==> src/rtl/mult_pkg.sv <==
// Shared types and constants for the sequential multiplier: FSM states, default width
// and radix-4 Booth digit codes packed as {neg, two, one}.
package mult_pkg;

  localparam int unsigned DefaultWidth = 32;

  typedef enum logic [1:0] {
    StIdle = 2'd0,
    StBusy = 2'd1,
    StDone = 2'd2
  } state_e;

  localparam logic [2:0] BoothZero = 3'b000;
  localparam logic [2:0] BoothPos1 = 3'b001;
  localparam logic [2:0] BoothPos2 = 3'b010;
  localparam logic [2:0] BoothNeg1 = 3'b101;
  localparam logic [2:0] BoothNeg2 = 3'b110;

endpackage

==> src/rtl/booth_r4_recoder.sv <==
// Radix-4 Booth recoder: maps {b[2i+1], b[2i], b[2i-1]} to a signed digit in {-2..+2}
// expressed as sign/magnitude flags for the partial-product mux.
module booth_r4_recoder
  import mult_pkg::*;
(
  input  logic [2:0] bits,
  output logic       neg,
  output logic       one,
  output logic       two
);

  logic [2:0] digit;

  always_comb begin
    digit = BoothZero;
    unique case (bits)
      3'b000, 3'b111: digit = BoothZero;
      3'b001, 3'b010: digit = BoothPos1;
      3'b011:         digit = BoothPos2;
      3'b100:         digit = BoothNeg2;
      3'b101, 3'b110: digit = BoothNeg1;
    endcase
  end

  assign {neg, two, one} = digit;

endmodule

==> src/rtl/mult_seq_module.sv <==
// Sequential signed multiplier, radix-4 Booth, one digit per cycle over WIDTH/2 cycles.
// Returns the low WIDTH product bits and flags signed overflow; divider-style handshake.
module mult_seq_module
  import mult_pkg::*;
#(
  parameter int unsigned WIDTH = DefaultWidth
) (
  input  logic             clock,
  input  logic             reset_n,
  input  logic [WIDTH-1:0] data_operandA,
  input  logic [WIDTH-1:0] data_operandB,
  input  logic             ctrl_MULT,
  output logic [WIDTH-1:0] data_result,
  output logic             data_exception,
  output logic             data_inputRDY,
  output logic             data_resultRDY
);

  localparam int unsigned ITER = WIDTH / 2;
  localparam int unsigned CntW = (ITER > 1) ? $clog2(ITER) : 1;
  localparam int unsigned AccW = WIDTH + 2;

  state_e           state_q, state_d;
  logic [CntW-1:0]  count_q, count_d;
  logic [AccW-1:0]  acc_q, acc_d;
  logic [AccW-1:0]  mcand_q, mcand_d;
  logic [WIDTH:0]   low_q, low_d;
  logic [WIDTH-1:0] result_q, result_d;
  logic             exc_q, exc_d;

  logic             neg, one, two;
  logic [AccW-1:0]  mag, pp, sum, acc_sh;
  logic [WIDTH:0]   low_sh;
  logic             last_iter;

  // low_q[2:0] always holds the next Booth window since the pair shifts by 2 each cycle.
  booth_r4_recoder u_recoder (
    .bits (low_q[2:0]),
    .neg  (neg),
    .one  (one),
    .two  (two)
  );

  always_comb begin
    mag = '0;
    if (one) begin
      mag = mcand_q;
    end else if (two) begin
      mag = {mcand_q[AccW-2:0], 1'b0};
    end
    pp     = neg ? (~mag + AccW'(1)) : mag;
    sum    = acc_q + pp;
    acc_sh = {{2{sum[AccW-1]}}, sum[AccW-1:2]};
    low_sh = {sum[1:0], low_q[WIDTH:2]};
  end

  assign last_iter = (count_q == CntW'(ITER - 1));

  always_comb begin
    state_d  = state_q;
    count_d  = count_q;
    acc_d    = acc_q;
    mcand_d  = mcand_q;
    low_d    = low_q;
    result_d = result_q;
    exc_d    = exc_q;
    unique case (state_q)
      StIdle, StDone: begin
        if (ctrl_MULT) begin
          mcand_d = {{2{data_operandA[WIDTH-1]}}, data_operandA};
          low_d   = {data_operandB, 1'b0};
          acc_d   = '0;
          count_d = '0;
          state_d = StBusy;
        end
      end
      StBusy: begin
        acc_d   = acc_sh;
        low_d   = low_sh;
        count_d = count_q + CntW'(1);
        if (last_iter) begin
          state_d  = StDone;
          result_d = low_sh[WIDTH:1];
          // Overflow unless every bit from the result sign upward matches.
          exc_d    = !((&{acc_sh, low_sh[WIDTH]}) || !(|{acc_sh, low_sh[WIDTH]}));
        end
      end
      default: state_d = StIdle;
    endcase
  end

  always_ff @(posedge clock or negedge reset_n) begin
    if (!reset_n) begin
      state_q  <= StIdle;
      count_q  <= '0;
      acc_q    <= '0;
      mcand_q  <= '0;
      low_q    <= '0;
      result_q <= '0;
      exc_q    <= 1'b0;
    end else begin
      state_q  <= state_d;
      count_q  <= count_d;
      acc_q    <= acc_d;
      mcand_q  <= mcand_d;
      low_q    <= low_d;
      result_q <= result_d;
      exc_q    <= exc_d;
    end
  end

  assign data_result    = result_q;
  assign data_exception = exc_q;
  assign data_inputRDY  = (state_q != StBusy);
  assign data_resultRDY = (state_q == StDone);

endmodule

==> config.mk <==
export PLATFORM = sky130hd
export DESIGN_NAME = mult_seq_module
export DESIGN_NICKNAME = d
export VERILOG_FILES = /design/src/rtl/mult_pkg.sv /design/src/rtl/booth_r4_recoder.sv /design/src/rtl/mult_seq_module.sv
export SDC_FILE = /design/constraint.sdc
export NUM_CORES = 1
export LEC_CHECK = 0
export CORE_MARGIN = 2
export CORE_UTILIZATION = 55
export CTS_CLUSTER_SIZE = 14
export DETAILED_ROUTE_END_ITERATION = 16
export PLACE_DENSITY_LB_ADDON = 0.15
export REMOVE_ABC_BUFFERS = 1
export SLEW_MARGIN = 10
export SYNTH_ARGS = -nofsm -noshare
export SYNTH_HDL_FRONTEND = slang
export SYNTH_SLANG_ARGS = --single-unit
==> constraint.sdc <==
create_clock -name clock -period 6.61 [get_ports clock]
set_input_delay 0.9915 -clock clock [delete_from_list [all_inputs] [get_ports clock]]
set_output_delay 0.9915 -clock clock [all_outputs]
set_load 0.005 [all_outputs]
Word-level counts from Yosys, hierarchy flattened
Memories as Yosys holds them, arrays and structs flattened.
Index checks and enable logic that the tools add are counted.
{"block": "op_classes", "muxes": 12, "reduce_logical": 12, "bitwise": 1, "add_sub_neg": 3, "n_eq_ne": 6}
{"op": "2-to-1 mux 34 bit", "n": 4}
{"op": "case mux 34 bit (2 select lines)", "n": 1}
{"op": "case mux 33 bit (2 select lines)", "n": 1}
{"op": "adder 34 x 1 -> 34 bit (second input constant)", "n": 1}
{"op": "adder 34 bit", "n": 1}
{"op": "NOT 34 bit", "n": 1}
{"op": "2-to-1 mux 33 bit", "n": 1}
{"op": "AND reduction 33 bit", "n": 1}
{"op": "OR reduction 33 bit", "n": 1}
{"op": "case mux 4 bit (2 select lines)", "n": 1}
{"op": "AND reduction 2 bit", "n": 4}
{"op": "adder 4 x 1 -> 4 bit (second input constant)", "n": 1}
{"op": "== test 4 bit (second input constant)", "n": 1}
{"op": "2-to-1 mux 2 bit", "n": 2}
{"op": "2-to-1 mux 4 bit", "n": 1}
{"op": "!= test 2 bit (second input constant)", "n": 2}
{"op": "case mux 2 bit (2 select lines)", "n": 1}
{"op": "== test 2 x 1 -> 1 bit (second input constant)", "n": 1}
{"op": "== test 2 bit (second input constant)", "n": 1}
{"op": "logical NOT 1 bit", "n": 2}
{"op": "logical NOT 2 bit", "n": 1}
{"op": "!= test 2 x 1 -> 1 bit (second input constant)", "n": 1}
{"op": "nonzero test 2 bit", "n": 1}
{"op": "OR reduction 2 bit", "n": 1}
{"op": "logical OR 1 bit", "n": 1}
{"block": "word_totals", "reg_bits": 138, "rom_bits": 24, "out_inout_bits": 35, "word_cells": 42, "input_bits": 67, "n_memories": 1}
{"memory": "(name not given)", "words": 8, "width": 3, "rd": 1, "rd_clocked_by_memory_dff": 0, "write_ports": 0, "line_no": "booth_r4_recoder.sv:16", "text": "unique case (bits)"}

Logic depth before layout (Yosys ltp)
An unclocked memory read counts as a cell.
{"block": "depth", "ltp_word": 11, "ltp_mapped": 26}

Cells and area by module
A second synthesis with hierarchy kept.
{"block": "hier_totals", "hier_cells": 1027, "hier_area_um2": 9306.4}
{"mod": "mult_seq_module", "seq_area_each_um2": 3403.3, "n_inst": 1, "area_per_inst_um2": 9252.6, "cells_per_inst": 1021}
{"mod": "booth_r4_recoder", "seq_area_each_um2": 0.0, "n_inst": 1, "area_per_inst_um2": 53.8, "cells_per_inst": 6}

Least setup slack after synthesis
OpenSTA, ideal clock, no wires.
{"block": "synth_path", "kind": "register to register", "from": "reg low_q[0]", "to": "reg exc_q (netlist: data_exception)", "synth_period_minus_slack_ns": 4.983, "path_buffers": 6, "t_arrival_ns": 4.866, "path_slack_ns": 1.627, "stages_incl_launch_ff": 26, "setup_ns": 0.117, "cell_sequence": "dfrtp_1 -> inv_1 -> ha_1 -> buf_2 -> clkbuf_1 -> clkbuf_1 -> clkbuf_1 -> clkbuf_1 -> a21oi_1 -> ha_1 -> and3_1 -> nand2_1 -> nand2_1 -> xnor2_1 -> ha_1 -> clkbuf_1 -> a21oi_1 -> o21ai_1 -> o2111ai_1 -> a21oi_1 -> o21ai_1 -> o21ai_1 -> xnor2_2 -> nor4_1 -> a32o_1 -> nor2_1"}
{"block": "synth_via", "elab_chain_cells": 11, "word_cells_on_any_way": 12}
{"element": "start, declared", "line_no": "mult_seq_module.sv:27", "text": "logic [WIDTH:0] low_q, low_d;"}
{"element": "start signal, assigned", "line_no": "mult_seq_module.sv:106", "text": "low_q <= low_d;"}
{"element": "memory (8 x 3 bit) (*)"}
{"element": "2-to-1 mux 34 bit", "line_no": "mult_seq_module.sv:48", "text": "end else if (two) begin"}
{"element": "2-to-1 mux 34 bit", "line_no": "mult_seq_module.sv:46", "text": "if (one) begin"}
{"element": "NOT 34 bit", "line_no": "mult_seq_module.sv:51", "text": "pp = neg ? (~mag + AccW'(1)) : mag;"}
{"element": "adder 34 x 1 -> 34 bit", "line_no": "mult_seq_module.sv:51"}
{"element": "2-to-1 mux 34 bit (*)", "line_no": "mult_seq_module.sv:51"}
{"element": "adder 34 bit (*)", "line_no": "mult_seq_module.sv:52", "text": "sum = acc_q + pp;"}
{"element": "OR reduction 33 bit", "line_no": "mult_seq_module.sv:85", "text": "exc_d = !((&{acc_sh, low_sh[WIDTH]}) || !(|{acc_sh, low_sh[WIDTH]}));"}
{"element": "logical NOT 1 bit", "line_no": "mult_seq_module.sv:85"}
{"element": "logical OR 1 bit (*)", "line_no": "mult_seq_module.sv:85"}
{"element": "logical NOT 1 bit (*)", "line_no": "mult_seq_module.sv:85"}
{"element": "end signal, assigned", "line_no": "mult_seq_module.sv:100", "text": "exc_q <= 1'b0;"}
{"element": "end signal, assigned", "line_no": "mult_seq_module.sv:108", "text": "exc_q <= exc_d;"}
{"element": "end, declared", "line_no": "mult_seq_module.sv:29", "text": "logic exc_q, exc_d;"}
Mark *: on every way between the ends. The rest lies on a longest branch, timed or not.
A chain may end at the register's enable or synchronous reset.

Worst setup path in the final report
Same ends and word-level chain as after synthesis.

==> flow_metrics.tcl <==
set metrics [dict create \
    status "finished clean" \
    synth_warnings 0 \
    maxCapViolations 0 \
    path_cells "inv_1 > ha_2 > inv_2 > or3_1 > a211oi_4 > nand2_1 > nor2_2 > o311a_2 > nor2_1 > xor2_1 > ha_1 > a21oi_1 > nand2_1 > a211oi_1 > nor3_1 > nor3_1 > xnor2_1 > nand3_1 > nor4_1 > a32o_1 > nor2_1" \
    hold_class "flip-flop to flip-flop" \
    crit_required_ns 6.93 \
    synth_seq_area_share_pct 38.7 \
    synth_area_um2 8800 \
    setup_tns_ns 0 \
    rr_startpoint "low_q[0]$_DFFE_PN0P_" \
    cts_hold_buf 0 \
    rsz0062_at_grt "false" \
    period_share_pct 83.8 \
    end_kind "flip-flop" \
    io_buffers 101 \
    antenna_found_initial 0 \
    numCtsBuffers 17 \
    die_h_um 130 \
    max_stage_delay_ns 0.64 \
    ff2ff_setup_slack_ns 1.07 \
    initial_core_util_pct 55.8 \
    setup_viol 0 \
    area_growth_syn_to_layout_pct 19.6 \
    cts_buffer_depth 2 \
    drtIter0Drc 816 \
    drive_above_1_share_pct 8.91 \
    hold_viol 0 \
    slew_viol_final 0 \
    crit_fanout 31 \
    ios 102 \
    vias_per_cell 5.96 \
    synth-edff-count 0 \
    track_usage_pct 28.5 \
    clkTransAtPathRegs_ns 0.07 \
    h-tree-depth 4 \
    nNetsFinal 1215 \
    r2r_end "data_exception$_DFFE_PN0P_" \
    drcViolationCount 0 \
    ys_ff_latch 136 \
    die_w_um 130 \
    critical_path.top_delay_family "simple AND/OR/NAND/NOR gates" \
    grt_pass1_wl_um 38100 \
    use_met1_pct 40.2 \
    routedWlPerCell_um 17.7 \
    cts_root_buf "clkbuf_16" \
    worst_pin_slew_ns 0.852 \
    cp.buffers_inverters 2 \
    startpoint "low_q[0]$_DFFE_PN0P_" \
    synth_most_common_cell "nand2_1" \
    postSynthAreaPerCell_um2 8.47 \
    startpoint_type "flip-flop" \
    firstDrtPassIters 5 \
    netlist_top_cells_count "nand2_1, dfrtp_1, o21ai_0" \
    yosysTopAreaCell "dfrtp_1" \
    synth_top_area_share_pct 38.7 \
    synth_cell_types 66 \
    vias 7970 \
    fmax_mhz 181 \
    rr_worst_depth 21 \
    crit_arrival_ns 5.86 \
    crit_end "data_exception$_DFFE_PN0P_" \
    grt_pass1_vias 7501 \
    relSlewSlack_pct 43.2 \
    post_cts_buffers 0 \
    yosys-top-cells-area "dfrtp_1, nand2_1, o21ai_0" \
    post-dp-hpwl_um 16200 \
    path_class "flip-flop to flip-flop" \
    synthCells 1039 \
    cts_tree "built" \
    coreArea_um2 15800 \
    worstSkewPairLatency_ns 0.42 \
    cpMaxStageDelayCell "ha_2" \
    path_depth 21 \
    async_reset_ff_share_pct 100 \
    antenna_left 0 \
    die-area_um2 17000 \
    globalRouteMet3Util_pct 7.25 \
    overflow 0 \
    drt-total-wl_um 23700 \
    cts_resized 0 \
    std_cell_rows 46 \
    fin_skew_ns 0.00949 \
    routabilityCongestion 0.975 \
    grt.busiest_layer "met2" \
    use_met2_pct 43.9 \
    fin_crit_ns 5.54 \
    grt_start_max_net_pins 88 \
    diodes 0 \
    synth_flop_cell "dfrtp_1" \
    clock_sinks 136 \
]
[worst reg2reg max path, stage by stage (launching register included)]
cell      delay [ns]
dfrtp_1         0.40
inv_1           0.06
ha_2            0.64
inv_2           0.25
or3_1           0.46
a211oi_4        0.46
nand2_1         0.16
nor2_2          0.13
o311a_2         0.23
nor2_1          0.06
xor2_1          0.20
ha_1            0.38
a21oi_1         0.26
nand2_1         0.11
a211oi_1        0.25
nor3_1          0.12
nor3_1          0.36
xnor2_1         0.23
nand3_1         0.11
nor4_1          0.30
a32o_1          0.22
nor2_1          0.04
[worst min path at each step]
stage	depth (start not counted)	slack, ns	end	startpoint
4_1_cts	2	0.48	data_result[29]$_DFFE_PN0P_	data_result[29]$_DFFE_PN0P_
3_3_place_gp	2	0.46	data_result[29]$_DFFE_PN0P_	data_result[29]$_DFFE_PN0P_
5_1_grt	2	0.50	data_result[0]$_DFFE_PN0P_	data_result[0]$_DFFE_PN0P_
6_report	2	0.47	data_result[30]$_DFFE_PN0P_	data_result[30]$_DFFE_PN0P_
3_5_place_dp	2	0.46	data_result[5]$_DFFE_PN0P_	data_result[5]$_DFFE_PN0P_
2_1_floorplan	2	0.46	acc_q[15]$_DFFE_PN0P_	acc_q[15]$_DFFE_PN0P_
[through the flow]
| stage | cells | hold slack, ns | util (%) | cell area (um2) | setup slack, ns |
|---|---|---|---|---|---|
| floorplan | 980 | 0.455 | - | 8570 | 0.266 |
| global placement | 1306 | 0.458 | 63.1 | 9950 | 1.30 |
| detailed placement | 1306 | 0.461 | 63.1 | 9950 | 1.15 |
| CTS | 1338 | 0.477 | 66.7 | 10500 | 1.14 |
| global route | 1338 | 0.495 | 66.7 | 10500 | 0.632 |
| finish | 1338 | 0.473 | 66.7 | 10500 | 1.07 |
[area by class of cell]
| type | instances | area [um2] |
|---|---|---|
| Fill cell | 1279 | 5250 |
| Sequential cell | 136 | 3400 |
| Timing Repair Buffer | 110 | 1080 |
| Tap cell | 216 | 270 |
| Multi-Input combinational cell | 835 | 5160 |
| Clock buffer | 18 | 429 |
| Inverter | 9 | 33.8 |
| Clock inverter | 14 | 140 |
[flip-flops by register name, summed over array words and instances, names as in the netlist]
signal          cells
low_q              33
acc_q              32
data_result        32
mcand_q            32
count_q             4
state_q             2
data_exception      1
[metal layers]
metal	part of all wire, %	wire (um)	vias up
li1	-	-	3828
met1	44	10500	3781
met2	46	10800	327
met3	8.1	1920	34
met4	1.7	411	0
met5	0	0	-
[cells in the final DEF (no fill, tap or decap), types with 4 or more instances in the layout]
cell               n
a211oi_1           7
a21o_1             7
a21oi_1           51
a22o_1            27
a22oi_1           32
a31oi_1            6
and2_1             5
and3_1             7
buf_4              9
clkbuf_16         17
clkdlybuf4s50_1  100
clkinvlp_4         4
dfrtp_1          136
ha_1              37
inv_1              8
inv_6              5
mux2_2            33
nand2_1          263
nand2b_1           5
nand3_1           10
nand4_1           12
nor2_1            44
nor2b_1            6
nor3_1            19
nor4_1             8
o211ai_1           8
o21a_1             8
o21ai_0           96
o21ai_1            5
o31ai_1           11
or2_2              5
or3_1             10
xnor2_1           37
xor2_1            22
[logic make-up after synthesis]
logic type,count (synthesis),synth area share (%)
buffers and inverters,68,2.93
muxes,34,4.38
adders and majority gates,39,5.63
AOI/OAI and AO/OA,295,22.2
and+or+nand+nor,407,20.1
xor gates and xnor gates,60,6.06
DFF,136,38.7
Power is left out: the tool's default activity adds up to more than one toggle a clock period on the data nets, which glitch-free logic cannot reach.
